### config.mk
export PLATFORM = sky130hd
export DESIGN_NAME = serial_tx_phy
export DESIGN_NICKNAME = d
export VERILOG_FILES = /design/src/rtl/serial_tx_phy_pkg.sv /design/src/rtl/serial_baud_strobe.sv /design/src/rtl/serial_tx_phy.sv
export SDC_FILE = /design/constraint.sdc
export NUM_CORES = 1
export LEC_CHECK = 0
export ABC_AREA = 1
export ABC_CLOCK_PERIOD_IN_PS = 1850
export CORE_MARGIN = 4
export CORE_UTILIZATION = 45
export DETAILED_ROUTE_END_ITERATION = 8
export PLACE_DENSITY = 0.66
export SYNTH_ARGS = -nofsm -noshare
export SYNTH_HDL_FRONTEND = slang
export SYNTH_SLANG_ARGS = --single-unit
### constraint.sdc
create_clock -name clk -period 1.85 [get_ports clk]
set_input_delay 0.37 -clock clk [delete_from_list [all_inputs] [get_ports clk]]
set_output_delay 0.37 -clock clk [all_outputs]
set_load 0.005 [all_outputs]
### src/rtl/serial_tx_phy_pkg.sv
// Shared definitions for the serial line transmitter: FSM states, parity modes
// and the parity function reused by the matching receiver.
package serial_tx_phy_pkg;

    localparam int unsigned MaxDataBits = 9;

    typedef enum logic [2:0] {
        StIdle,
        StStart,
        StData,
        StParity,
        StStop
    } tx_state_e;

    typedef enum logic [2:0] {
        ParNone,
        ParEven,
        ParOdd,
        ParMark,
        ParSpace
    } parity_e;

    // Word must be zero-extended so unused upper bits do not disturb the XOR.
    function automatic logic parity_bit(input parity_e mode,
                                        input logic [MaxDataBits-1:0] word);
        logic p;
        p = 1'b0;
        case (mode)
            ParEven:  p = ^word;
            ParOdd:   p = ~(^word);
            ParMark:  p = 1'b1;
            default:  p = 1'b0;
        endcase
        return p;
    endfunction

endpackage

### src/rtl/serial_baud_strobe.sv
// Bit-time divider: counts DIVISOR clock cycles per line bit and flags the
// last cycle of each bit. A restart realigns the count to a fresh bit.
module serial_baud_strobe #(
    parameter int unsigned DIVISOR = 16
) (
    input  logic clk,
    input  logic rst,
    input  logic restart,
    output logic bit_end
);

    localparam int unsigned CntW = (DIVISOR > 1) ? $clog2(DIVISOR) : 1;
    localparam logic [CntW-1:0] CntLast = CntW'(DIVISOR - 1);

    logic [CntW-1:0] cnt_q;

    always_ff @(posedge clk) begin
        if (rst || restart) begin
            cnt_q <= '0;
        end else if (cnt_q == CntLast) begin
            cnt_q <= '0;
        end else begin
            cnt_q <= cnt_q + 1'b1;
        end
    end

    assign bit_end = (cnt_q == CntLast);

endmodule

### src/rtl/serial_tx_phy.sv
// Asynchronous serial transmitter: start bit, LSB-first data, optional parity,
// one or two stop bits, fed by a rdy/ack word handshake.
module serial_tx_phy
    import serial_tx_phy_pkg::*;
#(
    parameter int unsigned DATA_BITS = 8,
    parameter int unsigned DIVISOR   = 16,
    parameter string       PARITY    = "none",
    parameter int unsigned STOP_BITS = 1
) (
    input  logic                 clk,
    input  logic                 rst,
    input  logic [DATA_BITS-1:0] data,
    input  logic                 ack,
    output logic                 rdy,
    output logic                 tx
);

    localparam parity_e Mode = (PARITY == "even")  ? ParEven  :
                               (PARITY == "odd")   ? ParOdd   :
                               (PARITY == "mark")  ? ParMark  :
                               (PARITY == "space") ? ParSpace : ParNone;
    localparam bit HasParity = (Mode != ParNone);
    localparam logic [3:0] DataLast = 4'(DATA_BITS - 1);
    localparam logic [3:0] StopLast = 4'(STOP_BITS - 1);

    tx_state_e            state_q;
    logic [DATA_BITS-1:0] shift_q;
    logic [3:0]           idx_q;
    logic                 par_q;
    logic                 tx_q;

    logic bit_end;
    logic last_stop;
    logic can_accept;
    logic accept;

    serial_baud_strobe #(
        .DIVISOR(DIVISOR)
    ) u_baud (
        .clk     (clk),
        .rst     (rst),
        .restart (accept),
        .bit_end (bit_end)
    );

    assign last_stop  = (state_q == StStop) && (idx_q == StopLast) && bit_end;
    assign can_accept = (state_q == StIdle) || last_stop;
    assign accept     = ack && can_accept && !rst;
    assign rdy        = rst || can_accept;
    assign tx         = tx_q;

    always_ff @(posedge clk) begin
        if (rst) begin
            state_q <= StIdle;
            shift_q <= '0;
            idx_q   <= '0;
            par_q   <= 1'b0;
            tx_q    <= 1'b1;
        end else begin
            case (state_q)
                StIdle: begin
                    if (accept) begin
                        state_q <= StStart;
                        shift_q <= data;
                        par_q   <= parity_bit(Mode, MaxDataBits'(data));
                        tx_q    <= 1'b0;
                    end
                end
                StStart: begin
                    if (bit_end) begin
                        state_q <= StData;
                        idx_q   <= '0;
                        tx_q    <= shift_q[0];
                        shift_q <= shift_q >> 1;
                    end
                end
                StData: begin
                    if (bit_end) begin
                        if (idx_q != DataLast) begin
                            idx_q   <= idx_q + 1'b1;
                            tx_q    <= shift_q[0];
                            shift_q <= shift_q >> 1;
                        end else if (HasParity) begin
                            state_q <= StParity;
                            tx_q    <= par_q;
                        end else begin
                            state_q <= StStop;
                            idx_q   <= '0;
                            tx_q    <= 1'b1;
                        end
                    end
                end
                StParity: begin
                    if (bit_end) begin
                        state_q <= StStop;
                        idx_q   <= '0;
                        tx_q    <= 1'b1;
                    end
                end
                StStop: begin
                    if (bit_end) begin
                        if (idx_q != StopLast) begin
                            idx_q <= idx_q + 1'b1;
                        end else if (accept) begin
                            // Back-to-back: next start bit follows with no idle gap.
                            state_q <= StStart;
                            shift_q <= data;
                            par_q   <= parity_bit(Mode, MaxDataBits'(data));
                            tx_q    <= 1'b0;
                        end else begin
                            state_q <= StIdle;
                        end
                    end
                end
                default: begin
                    state_q <= StIdle;
                    tx_q    <= 1'b1;
                end
            endcase
        end
    end

endmodule

==> results of run 1 <==
-- registers in the layout (all words and copies together) (netlist names) --
name / cells
u_baud.cnt_q: 4
idx_q: 4
shift_q: 8
state_q: 3
tx: 1
-- through the flow --
step	setup slack (ps)	std cells	setup TNS [ps]
2_1_floorplan	324.4	188	0
3_3_place_gp	-8.978	232	-8.978
3_5_place_dp	-30.74	232	-30.74
5_1_grt	-27.05	244	-103.6
4_1_cts	6.892	240	0
6_report	86.85	244	0
-- power by group --
group	internal [mW]	switching (mW)
sequential	0.586	0.102
combinational	0.586	0.959
clock	0.219	0.149
total	1.39	1.21
-- metal layers --
metal	track usage (%)	routed length, um	up-vias
li1	-	-	644
met1	20.49	1268	565
met2	27.79	1369	39
met3	4.043	159	8
met4	5.573	62	0
met5	0	0	-
-- area by class of cell --
type	count	share of cell area [%]
multi-input combinational	143	50.47
sequential	20	25.47
timing repair buffer	23	12.42
inverter	24	5.975
tap	30	2.358
clock inverter	1	1.887
clock buffer	3	1.415
-- synth_stat cells (all sizes together) --
| master | instances |
|---|---|
| inv | 24 |
| nand3 | 24 |
| a21oi | 16 |
| dfxtp | 20 |
| xnor2 | 1 |
| o21ai | 5 |
| nor2 | 23 |
| clkbuf | 1 |
| nand2b | 1 |
| ha | 3 |
| nor3 | 1 |
| nand2 | 65 |
| xor2 | 2 |
| buf | 2 |
-- cells by family after synthesis --
kind of cell,count (synthesis),synth area share (%)
AND/OR/NAND/NOR,114,43.36
flip-flops,20,31.97
XOR/XNOR,3,2.098
AO/OA/AOI/OAI,21,9.591
buffers and inverters,27,9.989
adder cells (fa/ha/maj),3,2.997
-- critical path: cells and delay by family, from the launching register on --
family / cells / cell delay (ps)
compound gates: 2 / 470
buf+inv: 2 / 190
simple gates: 4 / 520
flops: 1 / 480
-- worst paths after layout --
| check | endpoint | slack (ps) | cells after the start |
|---|---|---|---|
| min | tx | 480 | 2 |
| max | idx_q[1] | 90 | 8 |
| max reg2reg | idx_q[1] | 90 | 8 |
| min reg2reg | tx | 480 | 2 |
-- repair_timing --
action,4_1_cts,5_1_grt
pin swaps,3,6
resized for setup,9,11
setup buffers,4,2
cloned,0,2
endpoints found under the setup margin,1,10
==> run_results.csv, run 1 <==
group,metric,value,unit
floorplanning,core_area,0.002567,sq mm
routing,drc,0,
run,drv_cap,0,
clocking,clock_path_buffers,2,
floorplanning,dieWidth,60.76,um
setup_path,crit_start,"state_q[1]",
setup_path,cp_data_arrival_time,1970,ps
cells_and_area,final_cell_mix,"nand2_1, inv_1, nor2_1",
cells_and_area,multi_input_area,803.3,sq um
grt,track_usage,16.48,%
cells_and_area,syn_to_final_growth,27.07,%
synth,ys_types,25,
pwr,total_power,2.601,mW
cells_and_area,final_core_util,61.99,%
setup_path,r2r_start,"state_q[1]",
floorplanning,io_pins,13,
place,io_buffers,12,
cells_and_area,layout_commonest_cell,"nand2_1",
outcome,status,"completed",
floorplanning,initial_core_util,48.78,%
pwr,p_leak,0.7855,nW
synth,yosysTopAreaCell,"dfxtp_1",
cells_and_area,final_area,0.001592,sq mm
synth,ys_seq_elements,20,
clocking,clk_pin_slew_worst_paths,120,ps
grt,antenna_found_initial,0,
sta,setup_violations,0,
floorplanning,num_rows,18,
setup_path,cpPeakStageDelay,480,ps
place,place_area,0.001418,sq mm
sta,fin_crit_sh,95.31,%
clocking,insertion_delay,310,ps
cells_and_area,fill_cells,252,
sta,hold_viol_final,0,
routing,first_pass_iters,4,
synth,synth_top_area_share,31.97,%
setup_path,worstPathMaxFanout,7,
setup_path,start_kind,"flop",
sta,hold_ws,484.3,ps
grt,grt_overflow_total,0,
synth,synth_nets,202,
hold_path,holdCritPathClass,"reg -> reg",
setup_path,endpoint_kind,"flop",
place,hpwlAfterDp,1.923,mm
routing,ant_nets,0,
synth,synth_area_leaders,"dfxtp_1, nand2_1, nand3_1, inv_1, a21oi_1",
cells_and_area,regArea,405.4,sq um
sta,slew_violations,0,
clocking,htree_levels,1,
cells_and_area,drive_gt1_share,22.90,%
synth,postSynthCellCount,188,
place,place.gp.congestion,0.8166,
grt,grt_max_degree,17,
clocking,clockRootBuffer,"clkbuf_4",
pwr,vdd_drop_max,0.001342,V
routing,vias,1256,
sta,skew,2.860,ps
setup_path,required,2050,ps
clocking,cts_inserted_buffers,3,
cells_and_area,antenna_cells,0,
setup_path,path_cells,"nor2_4 > nand2_2 > inv_4 > buf_4 > o21ai_4 > nand3_1 > o21ai_0 > nor2_1",
routing,wl,2.859,mm
synth,avgSynthCellArea,6.662,sq um
floorplanning,die_y,60.76,um
hold_path,hold_start,"tx",
floorplanning,dieArea,0.003691,sq mm
routing,wl_per_cell,11.72,um
synth,syn-cell-area,0.001252,sq mm
grt,grt_pass1_wl,4.685,mm
synth,yosysWarnings,0,
grt,grt_pass1_vias,1143,
routing,first_iter_violations,73,
clocking,hold_buffers,0,
sta,max_clock_freq,567.2,MHz
clocking,clock-sinks,20,
sta,worst_slew_pin_slew,265.5,ps
pwr,p_per_area,1634,mW/mm^2
sta,period_needed,1763,ps
setup_path,crit_slowest_cell,"dfxtp_1",
clocking,cts_tree,"done",
synth,ys_seq_area_share,31.97,%
setup_path,worstSetupPathType,"reg -> reg",
cells_and_area,nNetsFinal,229,
sta,maxSlewHeadroom,82.23,%
routing,vias_per_cell,5.148,
Power figures use the tool's default switching activity.
==> inputs of run 2 (changes only) <==
Settings changed: ABC_CLOCK_PERIOD_IN_PS 1850 to 1510, PLACE_DENSITY 0.66 to 0.68, SYNTH_HIERARCHICAL set to 1.
Clock period 1.85 ns to 1.51 ns, I/O delays scaled along.
==> run 2 against run 1 <==
Compared with the run above: the run now ends with setup timing left; global-route usage is 2.7 points higher; utilization is 14 points higher; synthesized cell count is 0.53% higher; cell count is 11% higher; clock power is 25% higher; clock skew is 3.0 ps higher; combinational power is 33% higher; design area is 31% higher; register-to-register slack worse by 200 ps; die area is 3.9% higher; clock-buffer cell count stayed put; critical path type unchanged; largest cell class unchanged; highest routed layer unchanged.
==> run_results.csv, run 2 <==
group,metric,value,unit
synth,ys_seq_area_share,30.59,%
cells_and_area,final_cell_mix,"nand2_1, buf_4, inv_1, nor2_1, nand3_2",
synth,ys.flop_type,"dfxtp_1",
sta,hold_viol_final,0,
sta,fin_tns_setup,-909.8,ps
synth,postSynthCellCount,189,
place,placedCellCount,253,
cells_and_area,fill_cells,192,
sta,hold_ws,478.3,ps
routing,first_pass_iters,4,
clocking,clk_pin_slew_worst_paths,130,ps
synth,avgSynthCellArea,6.925,sq um
synth,synth_edf_count,0,
grt,track_usage,19.22,%
cells_and_area,top_register,"shift_q",
floorplanning,dieWidth,61.93,um
synth,yosysMostFrequentCell,"nand2_1",
place,place.gp.congestion,0.9229,
clocking,clockRootBuffer,"clkbuf_4",
outcome,status,"complete, but fails checks",
clocking,clock_path_buffers,2,
routing,drc,0,
grt,grt_max_degree,14,
synth,ys_types,28,
sta,skew,5.848,ps
routing,ant_nets,0,
cells_and_area,drive_gt1_share,51.46,%
cells_and_area,nNetsFinal,254,
sta,rsz0062_at_grt,"yes",
clocking,insertion_delay,310,ps
setup_path,crit_slowest_cell,"dfxtp_2",
sta,max_clock_freq,614.9,MHz
sta,worst_slew_pin_slew,425.2,ps
pwr,p_per_area,1572,mW/mm^2
grt,grt_pass1_wl,5.595,mm
run,drv_cap,0,
synth,syn-cell-area,0.001309,sq mm
floorplanning,initial_core_util,47.46,%
floorplanning,io_pins,13,
place,dp_slack,-247.4,ps
setup_path,start_kind,"flop",
pwr,p_leak,0.9677,nW
routing,wl,3.788,mm
clocking,cts_inserted_buffers,3,
setup_path,required,1730,ps
routing,vias_per_cell,5.233,
cells_and_area,fin_cells,270,
setup_path,cp_data_arrival_time,1850,ps
floorplanning,die_y,61.93,um
grt,grt_overflow_total,0,
floorplanning,dieArea,0.003835,sq mm
setup_path,worstSetupPathType,"reg -> reg",
setup_path,worstPathMaxFanout,8,
sta,fin_crit_sh,107.7,%
cells_and_area,largest_register_ffs,8,
place,hpwlAfterDp,2.171,mm
hold_path,holdCritPathClass,"reg -> reg",
grt,grt_pass1_vias,1352,
synth,synth_top_area_share,30.59,%
cells_and_area,top_regs,"shift_q: 8 flops, idx_q: 4 flops, u_baud/cnt_q: 4 flops",
clocking,clock-sinks,20,
synth,synth_nets,203,
setup_path,path_cells,"ha_4 > nand3_4 > inv_2 > buf_6 > inv_4 > nand3_2 > nand3_4 > nor2_8 > nand3_2 > nand2_1 > nor2_1",
setup_path,cpPeakStageDelay,380,ps
routing,first_iter_violations,84,
synth,synth_area_leaders,"dfxtp_1, nand2_1, nor2_1, nand3_1, inv_1",
sta,maxSlewHeadroom,71.35,%
routing,wl_per_cell,14.03,um
floorplanning,core_area,0.002758,sq mm
outcome,violations,"setup timing",
cells_and_area,layout_commonest_cell,"nand2_1",
cells_and_area,syn_to_final_growth,59.08,%
synth,synth_common_cells,"nand2_1, nor2_1, inv_1, dfxtp_1, nand3_1",
synth,yosysTopAreaCell,"dfxtp_1",
synth,yosysWarnings,6,
pwr,vdd_drop_max,0.001395,V
grt,antenna_found_initial,0,
sta,setup_slack,-116.4,ps
sta,slew_violations,0,
cells_and_area,antenna_cells,0,
sta,setup_violations,9,
synth,ys_seq_elements,20,
clocking,htree_levels,1,
routing,vias,1413,
synth,postSynth.asyncResetShare,0,%
place,io_buffers,12,
clocking,cts_tree,"done",
setup_path,endpoint_kind,"flop",
floorplanning,num_rows,19,
sta,period_needed,1626,ps
-- run 2: changes by cell type in the layout (fill, tap and decap cells not counted), moves of 5 or more --
cell	change
buf_4	+17
nand3_1	-15
nand2_1	-14
nand3_2	+10
a21oi_1	-8
a21oi_2	+6
buf_6	+6
nand2_4	+6
nor2_2	+5
-- run 2: logic make-up after synthesis --
| kind of cell | Yosys count | share of synthesized area, % |
|---|---|---|
| AND/OR/NAND/NOR | 116 | 44.93 |
| buffers and inverters | 29 | 11.38 |
| AO/OA/AOI/OAI | 20 | 9.559 |
| flip-flops | 20 | 30.59 |
| adder cells (fa/ha/maj) | 3 | 2.868 |
| XOR/XNOR | 1 | 0.6693 |
-- run 2: path summary, 6_finish.rpt --
kind                    from         end  slack [ps]  cells after the start
max          u_baud/cnt_q[0]  shift_q[0]        -120                     11
min                       tx          tx         480                      2
max reg2reg  u_baud/cnt_q[0]  shift_q[0]        -120                     11
min reg2reg               tx          tx         480                      2
-- run 2: cell type report --
type	instances	area, sq um	share of cell area, %
clock inverters	1	30.03	1.442
flip-flops and latches	20	410.4	19.71
clock buffers	3	22.52	1.082
repair buffers	46	395.4	18.99
well taps	31	38.79	1.863
multi-input cells	143	1065	51.14
inverters	26	120.1	5.769
-- run 2: layer usage --
metal | up-vias | global-route usage (%) | share of wire (%)
met5 | - | 0 | 0
li1 | 700 | - | -
met1 | 663 | 22.78 | 41
met4 | 0 | 5.152 | 0.84
met2 | 46 | 34.68 | 54
met3 | 4 | 4.339 | 4.3
-- run 2: timing repair --
action	4_1_cts	5_1_grt
setup buffers	7	5
cloned	2	1
endpoints found under the setup margin	15	21
pin swaps	7	14
resized for setup	26	58
hold endpoints to repair	0	0
hold buffers	0	0
-- run 2: through the flow --
step / util [%] / cell area [sq um] / power [mW]
after detailed placement: 58.26 / 1607 / 2.159
final: 75.50 / 2082 / 3.273
after global routing: 75.50 / 2082 / 3.494
after global placement: 58.26 / 1607 / 2.099
after floorplan: - / 1311 / 1.953
after CTS: 65.83 / 1815 / 2.936
-- run 2: worst max-delay path: cells and delay by family, from the launching register on --
| kind | cells | cell delay, ps |
|---|---|---|
| fa+ha+maj | 1 | 160 |
| buf+inv | 3 | 230 |
| simple gates | 7 | 760 |
| flops | 1 | 380 |
-- run 2: power breakdown --
group          switching [mW]  total (mW)  internal, mW
clock network           0.190       0.459         0.268
logic                    1.21        2.05         0.838
registers              0.0972       0.765         0.667
total                    1.50        3.27          1.77
==> inputs of run 3 (changes only) <==
Settings changed: RECOVER_POWER set to 100.
==> run 3 against run 2 <==
Compared with the run above: the flow still finishes with violations (setup timing); via count unchanged; register-to-register slack barely moved; critical path type unchanged; sequential power is essentially flat.
==> run_results.csv, run 3 (synthesized netlist as in run 2, its figures left out) <==
group,metric,value,unit
hold_path,min_to,"tx",
pwr,p_int,1.771,mW
cells_and_area,fill_cells,193,
sta,slew_violations,0,
cells_and_area,final_cell_mix,"nand2_1, buf_4, inv_1, nor2_1, nand3_2",
setup_path,worstSetupPathType,"reg -> reg",
sta,setup_slack,-116.4,ps
floorplanning,die_y,61.93,um
routing,first_iter_violations,84,
hold_path,whs_path_depth,2,
sta,maxSlewHeadroom,71.35,%
pwr,switching_power,1.500,mW
clocking,clk_pin_slew_worst_paths,130,ps
routing,wl,3.788,mm
hold_path,hold_start,"tx",
routing,vias_per_cell,5.233,
pwr,p_per_area,1572,mW/mm^2
floorplanning,dieArea,0.003835,sq mm
place,place.gp.congestion,0.9229,
sta,period_needed,1626,ps
cells_and_area,top_register,"shift_q",
clocking,htree_levels,1,
floorplanning,dieWidth,61.93,um
run,drv_cap,0,
grt,track_usage,19.22,%
setup_path,reg2reg_to,"shift_q[0]",
place,dp_slack,-247.4,ps
cells_and_area,drive_gt1_share,51.05,%
setup_path,start_kind,"flop",
cells_and_area,layout_commonest_cell,"nand2_1",
hold_path,holdCritPathClass,"reg -> reg",
grt,grt_max_degree,14,
floorplanning,io_pins,13,
clocking,cts_inserted_buffers,3,
grt,grt_pass1_vias,1352,
sta,setup_violations,9,
cells_and_area,regArea,409.1,sq um
clocking,hold_buffers,0,
sta,fin_crit_sh,107.7,%
cells_and_area,syn_to_final_growth,58.99,%
sta,skew,5.848,ps
routing,ant_nets,0,
cells_and_area,antenna_cells,0,
sta,worst_slew_pin_slew,425.2,ps
setup_path,reg2regPathDepth,11,
clocking,clock-sinks,20,
sta,max_clock_freq,614.9,MHz
clocking,clockRootBuffer,"clkbuf_4",
floorplanning,core_area,0.002758,sq mm
pwr,combPwrFrac,62.7,%
floorplanning,num_rows,19,
setup_path,endpoint_kind,"flop",
sta,fin_tns_setup,-909.8,ps
outcome,status,"complete, but fails checks",
pwr,switching_share,45.86,%
sta,hold_viol_final,0,
grt,grt_pass1_wl,5.595,mm
setup_path,rrSetupSlack,-120,ps
pwr,vdd_drop_max,0.001395,V
place,io_buffers,12,
cells_and_area,multi_input_area,0.001065,sq mm
setup_path,required,1730,ps
floorplanning,initial_core_util,47.46,%
routing,drc,0,
outcome,violations,"setup timing",
grt,grt_overflow_total,0,
clocking,clock_path_buffers,2,
cells_and_area,final_area,0.002081,sq mm
pwr,seqPwrFrac,23.3,%
setup_path,worstPathMaxFanout,8,
place,place_area,0.001607,sq mm
cells_and_area,largest_register_ffs,8,
routing,first_pass_iters,4,
grt,antenna_found_initial,0,
routing,vias,1413,
cells_and_area,top_regs,"shift_q: 8 flops, idx_q: 4 flops, u_baud/cnt_q: 4 flops",
pwr,clkPwrFrac,14.0,%
routing,wl_per_cell,14.03,um
pwr,p_leak,0.9680,nW
setup_path,cp_data_arrival_time,1850,ps
clocking,cts_tree,"done",
sta,rsz0062_at_grt,"yes",
place,hpwlAfterDp,2.171,mm
setup_path,r2r_start,"u_baud/cnt_q[0]",
cells_and_area,nNetsFinal,254,
clocking,insertion_delay,310,ps
## run 3: cell counts in the layout (fill, tap and decap cells not counted)
Identical to the previous run, type by type.
## run 3: metal layers
| layer | wire [um] | track usage, % |
|---|---|---|
| met1 | 1551 | 22.78 |
| met2 | 2040 | 34.68 |
| met3 | 163 | 4.339 |
| met4 | 32 | 5.152 |
| met5 | 0 | 0 |
## run 3: stage by stage
step / hold WS, ps / util (%) / total power, mW / instances
after floorplan: 371.1 / - / 1.953 / 189
after global placement: 442.3 / 58.26 / 2.099 / 253
after detailed placement: 463.7 / 58.26 / 2.159 / 253
after CTS: 497.9 / 65.83 / 2.936 / 265
after global routing: 507.0 / 75.45 / 3.491 / 270
final: 492.7 / 75.45 / 3.271 / 270
## run 3: final cells by class
cell class,count,share of cell area [%]
Sequential cell,20,19.66
Clock buffer,3,1.082
Clock inverter,1,1.443
Tap cell,31,1.864
Multi-Input combinational cell,143,51.17
Timing Repair Buffer,46,19.00
Inverter,26,5.773
## run 3: how the worst max path moves through the flow
stage / endpoint / from / depth (start not counted)
after floorplan: shift_q[1] / u_baud/cnt_q[0] / 11
after global placement: rdy / rst / 4
after detailed placement: rdy / rst / 4
after CTS: rdy / idx_q[1] / 7
after global routing: rdy / u_baud/cnt_q[0] / 6
final: shift_q[0] / u_baud/cnt_q[0] / 11
## run 3: power groups by stage
| stage | logic, mW | registers, mW | clock network, mW |
|---|---|---|---|
| 5_1_grt | 2.22 | 0.773 | 0.496 |
| 6_report | 2.05 | 0.762 | 0.459 |
| 3_5_place_dp | 1.40 | 0.755 | 0 |
| 3_3_place_gp | 1.35 | 0.744 | 0 |
| 4_1_cts | 1.72 | 0.755 | 0.466 |
| 2_1_floorplan | 1.20 | 0.751 | 0 |
## run 3: worst max-delay path, stage by stage, from the launching register on
cell,delay [ps]
dfxtp_2,380
ha_4,160
nand3_4,80
inv_2,90
buf_6,100
inv_4,40
nand3_2,100
nand3_4,130
nor2_8,240
nand3_2,100
nand2_1,70
nor2_1,40
## run 3: repair_timing
item | 4_1_cts | 5_1_grt
gates resized for setup | 26 | 58
setup buffers | 7 | 5
pin swaps | 7 | 14
setup endpoints to repair | 15 | 21
gates cloned | 2 | 1
==> RTL change, RTL diff (flow settings as in run 2) <==
`DIVISOR` is set to 16 in 2 places; all go to 64.
--- a/src/rtl/serial_baud_strobe.sv
+++ b/src/rtl/serial_baud_strobe.sv
@@ -1,7 +1,7 @@
 // Bit-time divider: counts DIVISOR clock cycles per line bit and flags the
 // last cycle of each bit. A restart realigns the count to a fresh bit.
 module serial_baud_strobe #(
-    parameter int unsigned DIVISOR = 16
+    parameter int unsigned DIVISOR = 64
 ) (
     input  logic clk,
     input  logic rst,
--- a/src/rtl/serial_tx_phy.sv
+++ b/src/rtl/serial_tx_phy.sv
@@ -4,7 +4,7 @@
     import serial_tx_phy_pkg::*;
 #(
     parameter int unsigned DATA_BITS = 8,
-    parameter int unsigned DIVISOR   = 16,
+    parameter int unsigned DIVISOR   = 64,
     parameter string       PARITY    = "none",
     parameter int unsigned STOP_BITS = 1
 ) (
Behaviour: same outputs for any inputs over 10 cycles, from zero or initial values and one cycle with rst high; that may be too few to reach the edited logic, so the function may still have changed.
==> RTL change against run 2 <==
The flow still finishes with violations (setup timing). Synthesized area rose by 7.5%. Sequential power grew 7.8%. Sequential share of layout area up 1.6 points. Count of clock-buffer cells in the layout unchanged. Routed wire length is 9.1% lower. Setup slack improved by 38 ps. Synthesized cell count up 6.3%. Sequential cell count increased by 2. Largest power group unchanged. Maximum frequency up 2.4%. Clock skew rose by 9.1 ps. Register-to-register slack improved by 80 ps. Die area is 6.5% higher. Power decreased by 4.6%. Largest cell class unchanged. Final area rose by 2.0%.
==> RTL change: results (changes against run 2) <==
fin_setup_tns_ps: -177.6  # was -909.8 ps
ff2ff_path_depth: 10  # was 11
place_area_um2: 1805  # was 1607 µm²
grt_pass1_vias: 1318  # was 1,352
syn_inst: 201  # was 189
nets: 275  # was 254
worst_hold_slack_ps: 468.6  # was 478.3 ps
fin_skew_ps: 14.91  # was 5.848 ps
pre_cts_ws_ps: -226.6  # was -247.4 ps
p_seq_share_pct: 26.4  # was 23.4%
worst_slack_ps: -78.18  # was -116.4 ps
synth.distinct_cells: 30  # was 28
setup_violations: 8  # was 9
violations: "setup timing"  # unchanged
synth_fp_nets: 215  # was 203
dp_cells: 285  # was 253
p_leak_nw: 0.9638  # was 0.9677 nW
outcome: "finished, violations left"  # unchanged
tightest_slew_ps: 239.3  # was 425.2 ps
grt_pass1_wl_mm: 5.713  # was 5.595 mm
top_regs: "shift_q x8, u_baud/cnt_q x6, idx_q x4"  # was shift_q x8, idx_q x4, u_baud/cnt_q x4
use_met1_pct: 22.25  # was 22.78%
p_comb_share_pct: 64.8  # was 62.6%
grt_util_all_layers_pct: 17.51  # was 19.22%
layoutNonFillerInstCount: 303  # was 270
final_layout_size_suffix_gt1_share_pct: 46.33  # was 51.46%
totalWireLength_mm: 3.442  # was 3.788 mm
## RTL change: layer usage
layer | vias to the layer above | routed length (µm)
met3 | 7 | 107
met4 | 0 | 48
met2 | 17 | 1647
li1 | 753 | -
met1 | 638 | 1638
met5 | - | 0
## RTL change: critical path, cell delays in order, from the launching register on
cell	delay [ps]
dfxtp_2	370
ha_4	150
nand3_4	80
nor2_4	110
nand3_2	110
nand3_2	70
buf_2	100
## RTL change: kinds of logic (layout without fill, tap and decap cells)
| kind of cell | count (synthesis) | in the layout | synth area share, % |
|---|---|---|---|
| compound gates | 22 | 22 | 10.59 |
| buf+inv | 30 | 86 | 10.85 |
| fa+ha+maj | 3 | 3 | 2.669 |
| xor+xnor | 3 | 3 | 1.869 |
| flops | 22 | 22 | 31.32 |
| simple gates | 121 | 123 | 42.71 |
## RTL change: final cells by class
type	instances	area (µm²)
multi-input cells	151	1008
well taps	44	55.05
inverters	27	113.9
repair buffers	56	471.7
flip-flops and latches	22	452.9
fillers	248	903.4
clock buffers	3	22.52
